$ cat config.mk
export PLATFORM = sky130hd
export DESIGN_NAME = mix_columns_pipe
export DESIGN_NICKNAME = d
export VERILOG_FILES = /design/src/rtl/mix_columns_pipe_pkg.sv /design/src/rtl/mix_columns_pipe_mix_column_single.sv /design/src/rtl/mix_columns_pipe.sv
export SDC_FILE = /design/constraint.sdc
export NUM_CORES = 1
export LEC_CHECK = 0
export ABC_AREA = 1
export CAP_MARGIN = 0
export CORE_AREA = 3 3 396 398
export CTS_CLUSTER_DIAMETER = 30
export DETAILED_ROUTE_END_ITERATION = 10
export DIE_AREA = 0 0 399 401
export PLACE_DENSITY = 0.32
export SYNTH_ARGS = -nofsm -noshare
export SYNTH_HDL_FRONTEND = slang
export SYNTH_HIERARCHICAL = 1
export SYNTH_SLANG_ARGS = --single-unit
$ cat constraint.sdc
create_clock -name clk -period 4.18 [get_ports clk]
set_input_delay 0.836 -clock clk [delete_from_list [all_inputs] [get_ports clk]]
set_output_delay 0.836 -clock clk [all_outputs]
set_load 0.005 [all_outputs]
$ cat src/rtl/mix_columns_pipe_pkg.sv
// Shared AES package: FSM encodings, GF(2^8) reduction constant, MixColumns coefficients
// and the GF(2^8) multiply helper used by the AES datapath units.
package mix_columns_pipe_pkg;

   typedef enum logic [1:0] {
      IDLE = 2'd0,
      BUSY = 2'd1,
      DONE = 2'd2
   } state_t;

   localparam logic [7:0] XTIME_POLY = 8'h1B;

   // Row-0 coefficients; coef[k] multiplies the byte k rows below the output row.
   localparam logic [3:0][7:0] FWD_COEF = {8'h01, 8'h01, 8'h03, 8'h02};
   localparam logic [3:0][7:0] INV_COEF = {8'h09, 8'h0D, 8'h0B, 8'h0E};

   function automatic logic [7:0] xtime(input logic [7:0] a);
      return {a[6:0], 1'b0} ^ (a[7] ? XTIME_POLY : 8'h00);
   endfunction

   // Constant k folds this to a fixed XOR network of xtime taps.
   function automatic logic [7:0] gf_mul(input logic [7:0] a, input logic [7:0] k);
      logic [7:0] acc;
      logic [7:0] p;
      acc = '0;
      p   = a;
      for (int unsigned i = 0; i < 8; i++) begin
         if (k[i]) acc = acc ^ p;
         p = xtime(p);
      end
      return acc;
   endfunction

endpackage

$ cat src/rtl/mix_columns_pipe_mix_column_single.sv
// Combinational MixColumns of one 4-byte column (row 0 in col_in[0]).
// With MIX_COLUMNS_INV_EN defined, inv=1 selects InvMixColumns.
module mix_column_single
   import mix_columns_pipe_pkg::*;
(
`ifdef MIX_COLUMNS_INV_EN
   input  logic            inv,
`endif
   input  logic [3:0][7:0] col_in,
   output logic [3:0][7:0] col_out
);

   function automatic logic [3:0][7:0] mix(input logic [3:0][7:0] a,
                                           input logic [3:0][7:0] coef);
      logic [3:0][7:0] b;
      for (int unsigned r = 0; r < 4; r++) begin
         b[r] = '0;
         for (int unsigned j = 0; j < 4; j++) begin
            b[r] = b[r] ^ gf_mul(a[j], coef[2'(j + 4 - r)]);
         end
      end
      return b;
   endfunction

   always_comb begin
`ifdef MIX_COLUMNS_INV_EN
      col_out = inv ? mix(col_in, INV_COEF) : mix(col_in, FWD_COEF);
`else
      col_out = mix(col_in, FWD_COEF);
`endif
   end

endmodule

$ cat src/rtl/mix_columns_pipe.sv
// Iterative AES MixColumns: one column per cycle through a shared mixer, 5-cycle run-to-done.
// Define MIX_COLUMNS_INV_EN to add the inv port and InvMixColumns support.
module mix_columns_pipe
   import mix_columns_pipe_pkg::*;
#(
   parameter int DATA_W = 32
) (
   input  logic              clk,
   input  logic              rst,
   input  logic              run,
`ifdef MIX_COLUMNS_INV_EN
   input  logic              inv,
`endif
   input  logic [DATA_W-1:0] in0,
   input  logic [DATA_W-1:0] in1,
   input  logic [DATA_W-1:0] in2,
   input  logic [DATA_W-1:0] in3,
   input  logic [DATA_W-1:0] in4,
   input  logic [DATA_W-1:0] in5,
   input  logic [DATA_W-1:0] in6,
   input  logic [DATA_W-1:0] in7,
   input  logic [DATA_W-1:0] in8,
   input  logic [DATA_W-1:0] in9,
   input  logic [DATA_W-1:0] in10,
   input  logic [DATA_W-1:0] in11,
   input  logic [DATA_W-1:0] in12,
   input  logic [DATA_W-1:0] in13,
   input  logic [DATA_W-1:0] in14,
   input  logic [DATA_W-1:0] in15,
   output logic [DATA_W-1:0] out0,
   output logic [DATA_W-1:0] out1,
   output logic [DATA_W-1:0] out2,
   output logic [DATA_W-1:0] out3,
   output logic [DATA_W-1:0] out4,
   output logic [DATA_W-1:0] out5,
   output logic [DATA_W-1:0] out6,
   output logic [DATA_W-1:0] out7,
   output logic [DATA_W-1:0] out8,
   output logic [DATA_W-1:0] out9,
   output logic [DATA_W-1:0] out10,
   output logic [DATA_W-1:0] out11,
   output logic [DATA_W-1:0] out12,
   output logic [DATA_W-1:0] out13,
   output logic [DATA_W-1:0] out14,
   output logic [DATA_W-1:0] out15,
   output logic              done,
   output logic              busy
);

   state_t           state_q, state_d;
   logic [1:0]       col_q;
   logic [15:0][7:0] in_bytes;
   logic [15:0][7:0] work_q, work_d;
   logic [15:0][7:0] out_q;
   logic [3:0][7:0]  col_in, col_out;
   logic             inv_q;
   logic             unused_in_hi;

   assign in_bytes = {in15[7:0], in14[7:0], in13[7:0], in12[7:0],
                      in11[7:0], in10[7:0], in9[7:0],  in8[7:0],
                      in7[7:0],  in6[7:0],  in5[7:0],  in4[7:0],
                      in3[7:0],  in2[7:0],  in1[7:0],  in0[7:0]};

   assign unused_in_hi = ^{in0[DATA_W-1:8],  in1[DATA_W-1:8],  in2[DATA_W-1:8],  in3[DATA_W-1:8],
                           in4[DATA_W-1:8],  in5[DATA_W-1:8],  in6[DATA_W-1:8],  in7[DATA_W-1:8],
                           in8[DATA_W-1:8],  in9[DATA_W-1:8],  in10[DATA_W-1:8], in11[DATA_W-1:8],
                           in12[DATA_W-1:8], in13[DATA_W-1:8], in14[DATA_W-1:8], in15[DATA_W-1:8]};

   mix_column_single u_mix (
`ifdef MIX_COLUMNS_INV_EN
      .inv     (inv_q),
`endif
      .col_in  (col_in),
      .col_out (col_out)
   );

   // Column c of the row-major state lives at byte index {row, c}.
   always_comb begin
      work_d = work_q;
      for (int unsigned r = 0; r < 4; r++) begin
         col_in[r] = work_q[{2'(r), col_q}];
         work_d[{2'(r), col_q}] = col_out[r];
      end
   end

   always_comb begin
      state_d = state_q;
      case (state_q)
         IDLE:    if (run) state_d = BUSY;
         BUSY:    if (col_q == 2'd3) state_d = DONE;
         DONE:    state_d = run ? BUSY : IDLE;
         default: state_d = IDLE;
      endcase
   end

   always_ff @(posedge clk) begin
      if (rst) state_q <= IDLE;
      else     state_q <= state_d;
   end

   // The last column's result goes straight into the output register so the
   // full block becomes visible in the same cycle done is high.
   always_ff @(posedge clk) begin
      if (rst) begin
         work_q <= '0;
         out_q  <= '0;
         col_q  <= '0;
         inv_q  <= 1'b0;
      end else begin
         case (state_q)
            IDLE, DONE: begin
               if (run) begin
                  work_q <= in_bytes;
                  col_q  <= '0;
`ifdef MIX_COLUMNS_INV_EN
                  inv_q  <= inv;
`else
                  inv_q  <= 1'b0;
`endif
               end
            end
            BUSY: begin
               work_q <= work_d;
               col_q  <= col_q + 2'd1;
               if (col_q == 2'd3) out_q <= work_d;
            end
            default: ;
         endcase
      end
   end

   assign done = (state_q == DONE);
   assign busy = (state_q != IDLE);

   assign out0  = DATA_W'(out_q[0]);
   assign out1  = DATA_W'(out_q[1]);
   assign out2  = DATA_W'(out_q[2]);
   assign out3  = DATA_W'(out_q[3]);
   assign out4  = DATA_W'(out_q[4]);
   assign out5  = DATA_W'(out_q[5]);
   assign out6  = DATA_W'(out_q[6]);
   assign out7  = DATA_W'(out_q[7]);
   assign out8  = DATA_W'(out_q[8]);
   assign out9  = DATA_W'(out_q[9]);
   assign out10 = DATA_W'(out_q[10]);
   assign out11 = DATA_W'(out_q[11]);
   assign out12 = DATA_W'(out_q[12]);
   assign out13 = DATA_W'(out_q[13]);
   assign out14 = DATA_W'(out_q[14]);
   assign out15 = DATA_W'(out_q[15]);

endmodule

Word-level counts from Yosys, hierarchy flattened
Index checks and enable logic that the tools add are counted.
Storage, ports and cells
  register bits after elaboration: 260
  word-level logic and storage cells: 112
Operators by class
  bitwise logic cells: 20
  mux-type cells: 32
  order comparisons: 8
  $add $sub $neg: 1
  reduce and logical (&&, ||, !) cells: 11
  eq/ne operators: 6
Operators by type and width (count)
  $bwmux W128: 4
  $pmux W128 S2: 1
  $xor A8 B8 Y8: 20
  $mux W128: 1
  $bmux W8 S2: 4
  $demux W8 S2: 4
  $mux W8: 8
  $mux W5: 4
  $lt A4 B5 Y1 const B: 2
  $ge A4 B1 Y1 const B: 2
  $mux W2: 3
  $ne A2 B2 Y1 const B: 3
  $pmux W2 S3: 1
  $reduce_and A2 Y1: 3
  $lt A2 B5 Y1 const B: 1
  $lt A3 B5 Y1 const B: 1
  $eq A2 B2 Y1 const B: 2
  $logic_and A1 B1 Y1: 4
  $pmux W2 S2: 1
  $reduce_bool A2 Y1: 2
  $ge A3 B1 Y1 const B: 1
  $add A2 B1 Y2 const B: 1
  $eq A2 B1 Y1 const B: 1
  $ge A2 B1 Y1 const B: 1
  other kinds (3): 3

Logic depth before layout (Yosys ltp)
Gate-level depths: netlist of the first run.
  depth in word-level cells: 13
  mapped depth: 20

Hierarchy
The synthesis of the first run kept the hierarchy.
Modules (own cells, without submodules)
  mix_columns_pipe: times used 1, cells an instance 2422, area an instance 15827.7 µm², sequential area each 5205.0 µm²
  mix_column_single: times used 1, cells an instance 431, area an instance 1995.7 µm², sequential area each 0.0 µm²

Least setup slack after synthesis of the first run
No wires, ideal clock.
  path type: reg-to-reg
  from: register col_q[0]
  to: register out_q (netlist bit out8[2])
  data arrival time: 2290 ps
  cell stages (with the launch flop): 16
  setup slack: 1825 ps
  required time: 4115 ps
  clock period less this slack: 2355 ps
  buffers on the path: 2
  setup time: 65 ps
  cells stage by stage: dfxtp_1 buf_2 clkbuf_1 nor2_1 o22ai_1 inv_1 nand2_1 nand2_1 nand2_1 nand2_1 xor2_1 inv_1 nand2_1 o21ai_0 and2_1 nor2_1
RTL lines
  from (decl): RTL line mix_columns_pipe.sv:51  | logic [1:0] col_q;
  from (signal assigned): RTL line mix_columns_pipe.sv:124  | col_q <= col_q + 2'd1;
  to (signal assigned): RTL line mix_columns_pipe.sv:125  | if (col_q == 2'd3) out_q <= work_d;
  to (decl): RTL line mix_columns_pipe.sv:54  | logic [15:0][7:0] out_q;

==> flow_summary.json, run 1 <==
{
  "io_buffers": 260,
  "finalMaxSlewViolations": 0,
  "seq_area_frac_synth_pct": 29.2,
  "clkTransAtPathRegs_ns": 0.04,
  "synth_most_common_cell": "nand2_1",
  "ir_worst_vdd_mv": 0.267,
  "rsz0062_at_grt": "no",
  "ys_types": 29,
  "yosys_register_bits": 260,
  "cts_sinks": 260,
  "num_vias": 17981,
  "drc": 0,
  "rrSetupSlack_ns": 0.88,
  "cap_violations": 0,
  "outcome": "finished clean",
  "min_period_over_period_pct": 78.9,
  "detail_route.wl_per_cell_um": 18.6,
  "ctsHtreeMaxLevel": 3,
  "hold_buffers": 0,
  "hold_violations": 0,
  "fin_nets": 3635,
  "netlist_instances": 2853,
  "place_congestion": 0.799,
  "wl_mm": 97.2,
  "tightest_slew_ns": 0.988,
  "dieArea_sq_um": 160000,
  "grt_max_degree": 113,
  "cts_root_buf": "clkbuf_16",
  "crit_end": "work_q[1]",
  "criticalPathCategory": "flop to flop",
  "tns_ns": 0,
  "syn-cell-area_sq_um": 17800,
  "avgSynthCellArea_sq_um": 6.25,
  "synth_warnings": 6,
  "power_density_nw_per_um2": 534,
  "core_sq_um": 154000,
  "ant_nets": 0,
  "synth_commonest_cells": "nand2_1, buf_4, nor2_1",
  "final_util_pct": 16.0,
  "dp.final_hpwl_mm": 73.1,
  "ys_top_cells_by_area": "dfxtp_1, nand2_1, buf_4, nand3_1, o21ai_0",
  "multi_input_area_sq_um": 9740,
  "min_path_type": "flop to flop",
  "synth_top_cell_by_area": "dfxtp_1",
  "relSlewSlack_pct": 34.1,
  "leakage_nw": 11.5,
  "start_kind": "flop",
  "crit_fanout": 29,
  "cts_resized": 0,
  "cts_tree": "built",
  "fin_crit_ns": 3.30,
  "r2r_end": "work_q[1]",
  "grt_pass1_vias": 16893,
  "cp-startpoint": "col_q[1]",
  "start_util_pct": 11.6,
  "row_count": 144,
  "fmax_mhz": 303,
  "r2r_start": "col_q[1]",
  "grtUsageTotal_pct": 11.6,
  "crit_required_ns": 4.70,
  "drt-initial-drc-count": 1034,
  "antenna_found_initial": 18,
  "fin_area_sq_um": 24600,
  "insertion_delay_ns": 0.64,
  "die_y_um": 401,
  "postSynth.asyncResetShare_pct": 0,
  "worst_setup_path_end_kind": "flop",
  "via_per_inst": 3.44,
  "setup_violations": 0,
  "syn_to_final_growth_pct": 37.9,
  "cts_setup_buffers": 0,
  "cts_max_path_buffers": 3,
  "synthFlopType": "dfxtp_1",
  "synth_top_area_share_pct": 29.2,
  "arrival_ns": 3.81,
  "synth_edf_count": 0,
  "seqCellArea_sq_um": 5210,
  "grt-ovfl-total": 0,
  "finalClockSkew_ns": 0.0607,
  "grt_pass1_wl_mm": 133,
  "die_x_um": 399,
  "drive_gt1_share_pct": 8.04,
  "top_level_ports": 1029,
  "cts_buffers": 97,
  "placed_area_sq_um": 21400,
  "ff2ff_path_depth": 16,
  "dr.pass1.iters": 5,
  "fillers": 17719
}
==> worst max-delay path: stages, from the launching register on <==
cell     delay (ns)
dfxtp_1        0.31
buf_4          0.45
o21ai_0        0.30
o22ai_1        0.53
inv_1          0.20
nand2_1        0.10
nand2_1        0.12
nand2_1        0.11
nand2_1        0.06
nand3_1        0.06
nand2_1        0.27
inv_1          0.16
nand2_1        0.05
o21ai_0        0.16
nor2_1         0.08
nor2_1         0.11
nor2_1         0.04
==> cell usage in the layout (no fill, tap or decap), types with 8 or more instances in the layout <==
cell type        count
o22ai_1             24
and2_1              15
dfxtp_1            259
a21oi_1             17
o21ai_0            252
xor2_1              24
nor2_1             283
ha_1                 8
buf_12              12
inv_1              141
xnor2_1             19
nand3_1            261
clkdlybuf4s50_1    260
clkbuf_8            24
clkbuf_1            19
nand3b_1            20
o21ai_1             18
clkbuf_16           98
nand2_1            923
clkinv_2            23
conb_1             384
inv_2               14
buf_4               60
==> registers in the layout, indices dropped and copies added (netlist names) <==
name	count
out2	8
out13	8
col_q	2
out8	8
out3	8
out5	8
out7	8
out0	8
work_q	128
out6	8
out15	8
out9	8
out1	8
state_q	2
out14	8
out11	8
out10	8
out4	8
out12	8
==> area by class of cell <==
cell class,count,area share [%]
multi-input cells,2264,39.6
well taps,2044,10.4
inverters,157,2.42
diodes,2,0.0204
clock buffers,141,11.6
clock inverters,31,1.33
repair buffers,332,13.4
flip-flops and latches,260,21.2
==> kinds of logic after synthesis <==
logic type,synth area share [%]
compound gates,8.90
xor+xnor,2.30
fa+ha+maj,0.562
simple gates,34.7
flops,29.2
other cells,0.0210
buf+inv,24.3
==> per-stage QoR <==
stage	hold slack, ns	cells	power, mW	worst slack [ns]
final	0.467	5231	13.1	0.882
after global placement	0.460	5057	6.37	0.898
after CTS	0.471	5229	13.3	0.913
after floorplan	0.449	3236	5.09	1.83
after global routing	0.482	5229	13.8	0.673
after detailed placement	0.462	5057	6.35	0.927
==> how the worst min path moves through the flow <==
| stage | startpoint | end | slack, ns | cells after the start |
|---|---|---|---|---|
| global route | out13[3] | out13[3] | 0.48 | 2 |
| detailed placement | out2[7] | out2[7] | 0.46 | 2 |
| global placement | out2[7] | out2[7] | 0.46 | 2 |
| CTS | out2[2] | out2[2] | 0.47 | 2 |
| finish | out1[4] | out1[4] | 0.47 | 2 |
| floorplan | work_q[127] | work_q[127] | 0.45 | 2 |
==> power breakdown <==
group | leakage [nW] | total (mW) | internal [mW] | switching, mW
clock network | 1.58 | 6.83 | 4.78 | 2.05
registers | 2.12 | 2.76 | 2.64 | 0.124
logic | 7.77 | 3.53 | 1.01 | 2.51
==> per-layer routing <==
layer	wire (um)	vias to the layer above	GRT usage, %
met1	42300	8364	14.8
met4	1750	0	2.57
met2	46300	773	19.8
met3	6880	108	2.76
li1	-	8736	-
met5	0	-	0
Power figures use the tool's default switching activity.
==> run 2: changes to the inputs <==
==> constraint.sdc (replaced) <==
create_clock -name clk -period 3.41 [get_ports clk]
set_input_delay 0.682 -clock clk [delete_from_list [all_inputs] [get_ports clk]]
set_output_delay 0.682 -clock clk [all_outputs]
set_load 0.005 [all_outputs]
==> run 2 against run 1 <==
Compared with the run above:
- via count grew 0.19%
- worst setup slack worse by 0.56 ns
- clock skew is 0.0056 ns lower
- critical path type unchanged
==> flow_summary.json, run 2 (synthesis results as in run 1) <==
{
  "outcome": "finished clean",
  "drc": 0,
  "place_congestion": 0.817,
  "wl_mm": 96.9,
  "hold_violations": 0,
  "top_register": "work_q",
  "power_density_nw_per_um2": 669,
  "fin_crit_ns": 3.09,
  "dieArea_sq_um": 160000,
  "min_period_over_period_pct": 90.5,
  "ant_nets": 0,
  "clkTransAtPathRegs_ns": 0.04,
  "layout_setup_ws_ns": 0.323,
  "holdPathStages": 2,
  "min_path_type": "flop to flop",
  "path_delay_family": "buffers and inverters",
  "cts_buffers": 92,
  "whs_ns": 0.464,
  "hold_buffers": 0,
  "start_util_pct": 11.6,
  "tightest_slew_ns": 1.09,
  "placed_area_sq_um": 22000,
  "cp.depth": 15,
  "cts_resized": 0,
  "row_count": 144,
  "via_per_inst": 3.40,
  "insertion_delay_ns": 0.64,
  "placed_cells": 5126,
  "cap_violations": 0,
  "dp.final_hpwl_mm": 73.8,
  "drive_gt1_share_pct": 9.90,
  "criticalPathCategory": "flop to flop",
  "cts_sinks": 260,
  "post-place-ws_ns": 0.402,
  "grt_pass1_wl_mm": 132,
  "fin_area_sq_um": 25300,
  "io_buffers": 260,
  "finalClockSkew_ns": 0.0551,
  "grtUsageMet1_pct": 14.1,
  "worst_setup_path_end_kind": "flop",
  "grt_busiest_layer": "met2",
  "drt-initial-drc-count": 1180,
  "grt-ovfl-total": 0,
  "tns_ns": 0,
  "ctsHtreeMaxLevel": 3,
  "core_sq_um": 154000,
  "crit_top_cell": "nand2_1",
  "die_x_um": 399,
  "rsz0062_at_grt": "no",
  "layoutNonFillerInstCount": 5299,
  "layout_commonest_cell": "nand2_1",
  "num_vias": 18016,
  "setup_violations": 0,
  "largest_reg_flops": 128,
  "ff2ff_path_depth": 15,
  "critPathSlowestCell": "dfxtp_2",
  "final_cell_mix": "nand2_1, conb_1, nor2_1",
  "critPathBufInv": 6,
  "grt_util_met2_pct": 19.5,
  "crit_fanout": 54,
  "met3_usage_pct": 3.67,
  "fin_nets": 3699,
  "cts_setup_buffers": 0,
  "antenna_found_initial": 13,
  "die_y_um": 401,
  "syn_to_final_growth_pct": 41.8,
  "top_level_ports": 1029,
  "dr.pass1.iters": 5,
  "leakage_nw": 11.9,
  "detail_route.wl_per_cell_um": 18.3,
  "grtUsageTotal_pct": 11.6,
  "crit_required_ns": 3.99,
  "ir_worst_vdd_mv": 0.351,
  "path_cells": "inv_2 -> buf_12 -> o21ai_0 -> o22ai_1 -> buf_4 -> inv_2 -> nand2_1 -> nand2_1 -> xor2_1 -> buf_4 -> inv_1 -> nand2_1 -> o21ai_0 -> and2_1 -> nor2_1",
  "cts_root_buf": "clkbuf_16",
  "cpPeakStageDelay_ns": 0.44,
  "cts_tree": "built",
  "grt_max_degree": 117,
  "fmax_mhz": 324,
  "cts_max_path_buffers": 3,
  "start_kind": "flop",
  "arrival_ns": 3.67,
  "finalMaxSlewViolations": 0,
  "relSlewSlack_pct": 27.5,
  "grt_pass1_vias": 17114
}
-- run 2: cell count changes in the layout (fill, tap and decap cells not counted), moves of 5 or more --
cell	previous run	this run
buf_12	12	21
buf_4	60	120
clkbuf_16	98	92
clkinv_2	23	18
bufinv_16	2	11
-- run 2: tightest hold or removal path, cell delays in order, from the launching register on --
cell and delay, ns:
dfxtp_1 0.30, nand3_1 0.07, nand2_1 0.05
-- run 2: area by class of cell --
type	count	area, sq um
Antenna cell	3	7.51
Clock buffer	135	2690
Clock inverter	35	556
Fill cell	17648	128000
Inverter	157	594
Multi-Input combinational cell	2264	9740
Sequential cell	260	5210
Tap cell	2044	2560
Timing Repair Buffer	401	3920
-- run 2: per-stage QoR --
| step | total power, mW | util (%) |
|---|---|---|
| 2_1_floorplan | 6.24 | - |
| 3_3_place_gp | 8.34 | 14.3 |
| 3_5_place_dp | 8.31 | 14.3 |
| 4_1_cts | 17.2 | 16.4 |
| 5_1_grt | 17.8 | 16.4 |
| 6_report | 16.9 | 16.4 |
-- run 2: layer usage --
| metal | share of wire (%) | vias up |
|---|---|---|
| met4 | 2.4 | 6 |
| met2 | 47 | 707 |
| met3 | 8.5 | 115 |
| li1 | - | 8884 |
| met5 | 0.041 | - |
| met1 | 42 | 8304 |
-- run 2: report_power, final --
group / switching (mW) / total, mW / internal (mW) / leakage [nW]
sequential: 0.155 / 3.39 / 3.23 / 2.12
clock: 2.46 / 8.69 / 6.24 / 1.60
combinational: 3.16 / 4.83 / 1.67 / 8.14
total: 5.78 / 16.9 / 11.1 / 11.9
-- run 2: worst paths after layout --
path / start / end / slack [ns]
max: col_q[0] / out14[6] / 0.32
min: out6[1] / out6[1] / 0.46
max reg2reg: col_q[0] / out14[6] / 0.32
min reg2reg: out6[1] / out6[1] / 0.46
==> run 3: changes to the inputs <==
--- a/config.mk
+++ b/config.mk
@@ -8,10 +8,10 @@
 export ABC_AREA = 1
 export CAP_MARGIN = 0
 export CORE_AREA = 3 3 396 398
-export CTS_CLUSTER_DIAMETER = 30
 export DETAILED_ROUTE_END_ITERATION = 10
 export DIE_AREA = 0 0 399 401
 export PLACE_DENSITY = 0.32
+export SLEW_MARGIN = 5
 export SYNTH_ARGS = -nofsm -noshare
 export SYNTH_HDL_FRONTEND = slang
 export SYNTH_HIERARCHICAL = 1
==> run 3 against run 2 <==
Compared with the run above:
- flip-flop and latch count is the same
- global-route usage fell by 0.12 points
- die area is the same
- maximum frequency is 1.6% lower
- final cell count is 1.9% lower
- critical path type unchanged
- highest routed layer unchanged
==> flow_summary.json, run 3 (synthesis results as in run 1) <==
{
  "outcome": "finished clean",
  "drt-initial-drc-count": 1291,
  "ctsHtreeMaxLevel": 2,
  "fmax_mhz": 319,
  "finalMaxSlewViolations": 0,
  "cts_tree": "built",
  "crit_top_cell": "o21ai_0",
  "crit_fanout": 54,
  "io_buffers": 260,
  "tns_ns": 0,
  "criticalPathCategory": "flop to flop",
  "top_level_ports": 1029,
  "die_y_um": 401,
  "cts_setup_buffers": 0,
  "fin_nets": 3645,
  "drive_gt1_share_pct": 7.08,
  "drc": 0,
  "path_cells": "inv_2 -> buf_12 -> o21ai_0 -> o21ai_0 -> buf_4 -> xnor2_1 -> nand2_1 -> nand3_1 -> nand2_1 -> inv_1 -> o21ai_0 -> buf_4 -> o21ai_0 -> nor2_1",
  "ir_worst_vdd_mv": 0.295,
  "leakage_nw": 10.8,
  "relSlewSlack_pct": 25.4,
  "dieArea_sq_um": 160000,
  "grt_max_degree": 117,
  "via_per_inst": 3.38,
  "grt-ovfl-total": 0,
  "finalClockSkew_ns": 0.0315,
  "placed_area_sq_um": 22000,
  "row_count": 144,
  "fin_crit_ns": 3.14,
  "largest_reg_flops": 128,
  "hold_buffers": 0,
  "fin_area_sq_um": 23200,
  "power_density_nw_per_um2": 522,
  "cts_sinks": 260,
  "min_path_type": "flop to flop",
  "cts_max_path_buffers": 3,
  "critPathSlowestCell": "dfxtp_2",
  "top_register": "work_q",
  "core_sq_um": 154000,
  "layout_setup_ws_ns": 0.272,
  "path_delay_family": "compound AO/OA/AOI/OAI gates",
  "grtUsageTotal_pct": 11.5,
  "grt_pass1_vias": 16565,
  "setup_violations": 0,
  "grt_pass1_wl_mm": 131,
  "num_vias": 17575,
  "worst_setup_path_end_kind": "flop",
  "start_kind": "flop",
  "final_cell_mix": "nand2_1, conb_1, nor2_1",
  "clkTransAtPathRegs_ns": 0.06,
  "critPathBufInv": 5,
  "cts_resized": 0,
  "rsz0062_at_grt": "no",
  "dp.final_hpwl_mm": 73.8,
  "arrival_ns": 3.59,
  "insertion_delay_ns": 0.57,
  "hold_violations": 0,
  "die_x_um": 399,
  "crit_required_ns": 3.87,
  "cpPeakStageDelay_ns": 0.44,
  "detail_route.wl_per_cell_um": 18.5,
  "layout_commonest_cell": "nand2_1",
  "start_util_pct": 11.6,
  "post-place-ws_ns": 0.402,
  "ant_nets": 0,
  "place_congestion": 0.817,
  "syn_to_final_growth_pct": 30.2,
  "wl_mm": 96.2,
  "antenna_found_initial": 14,
  "cts_buffers": 38,
  "cts_root_buf": "clkbuf_16",
  "dr.pass1.iters": 6,
  "tightest_slew_ns": 1.12,
  "min_period_over_period_pct": 92.0,
  "cap_violations": 0
}
-- run 3: cell types whose count changed in the layout (fill, tap and decap cells not counted), sizes merged --
cell / previous run / this run
bufinv: 11 / 1
diode: 3 / 2
clkinvlp: 0 / 1
clkbuf: 135 / 60
clkinv: 23 / 5
-- run 3: final timing paths --
| kind | startpoint | end | slack [ns] | cells past startpoint |
|---|---|---|---|---|
| min reg2reg | out6[1] | out6[1] | 0.47 | 2 |
| max | col_q[0] | work_q[65] | 0.27 | 14 |
| min | out6[1] | out6[1] | 0.47 | 2 |
| max reg2reg | col_q[0] | work_q[65] | 0.27 | 14 |
-- run 3: final cells by class --
cell class                 instances  area [sq um]
sequential                       260          5210
clock inverter                     8          86.3
multi-input combinational       2264          9740
inverter                         157           594
timing repair buffer             401          3920
tap                             2044          2560
fill                           17810        130000
antenna                            2          5.00
clock buffer                      60          1090
-- run 3: stage by stage --
stage | cells | utilization [%] | power (mW) | hold slack (ns)
CTS | 5194 | 15.1 | 12.3 | 0.472
global route | 5194 | 15.1 | 12.9 | 0.485
detailed placement | 5126 | 14.3 | 8.31 | 0.462
global placement | 5126 | 14.3 | 8.34 | 0.457
finish | 5196 | 15.1 | 12.1 | 0.466
floorplan | 3236 | - | 6.24 | 0.449
-- run 3: worst register-to-register path, cell delays in order, from the launching register on --
cell,delay (ns)
dfxtp_2,0.44
inv_2,0.09
buf_12,0.18
o21ai_0,0.49
o21ai_0,0.26
buf_4,0.23
xnor2_1,0.22
nand2_1,0.11
nand3_1,0.10
nand2_1,0.13
inv_1,0.26
o21ai_0,0.13
buf_4,0.16
o21ai_0,0.18
nor2_1,0.06
-- run 3: power breakdown --
| group | switching [mW] | internal [mW] |
|---|---|---|
| Clock | 1.62 | 2.29 |
| Combinational | 3.15 | 1.67 |
| Sequential | 0.155 | 3.22 |
-- run 3: routing by layer --
layer  wire (um)  vias up  global-route usage (%)
met1       41000     8110                    14.2
met4        2300        6                    2.78
li1            -     8722                       -
met2       45200      646                    19.5
met3        7690       91                    3.32
met5          40        -                       0
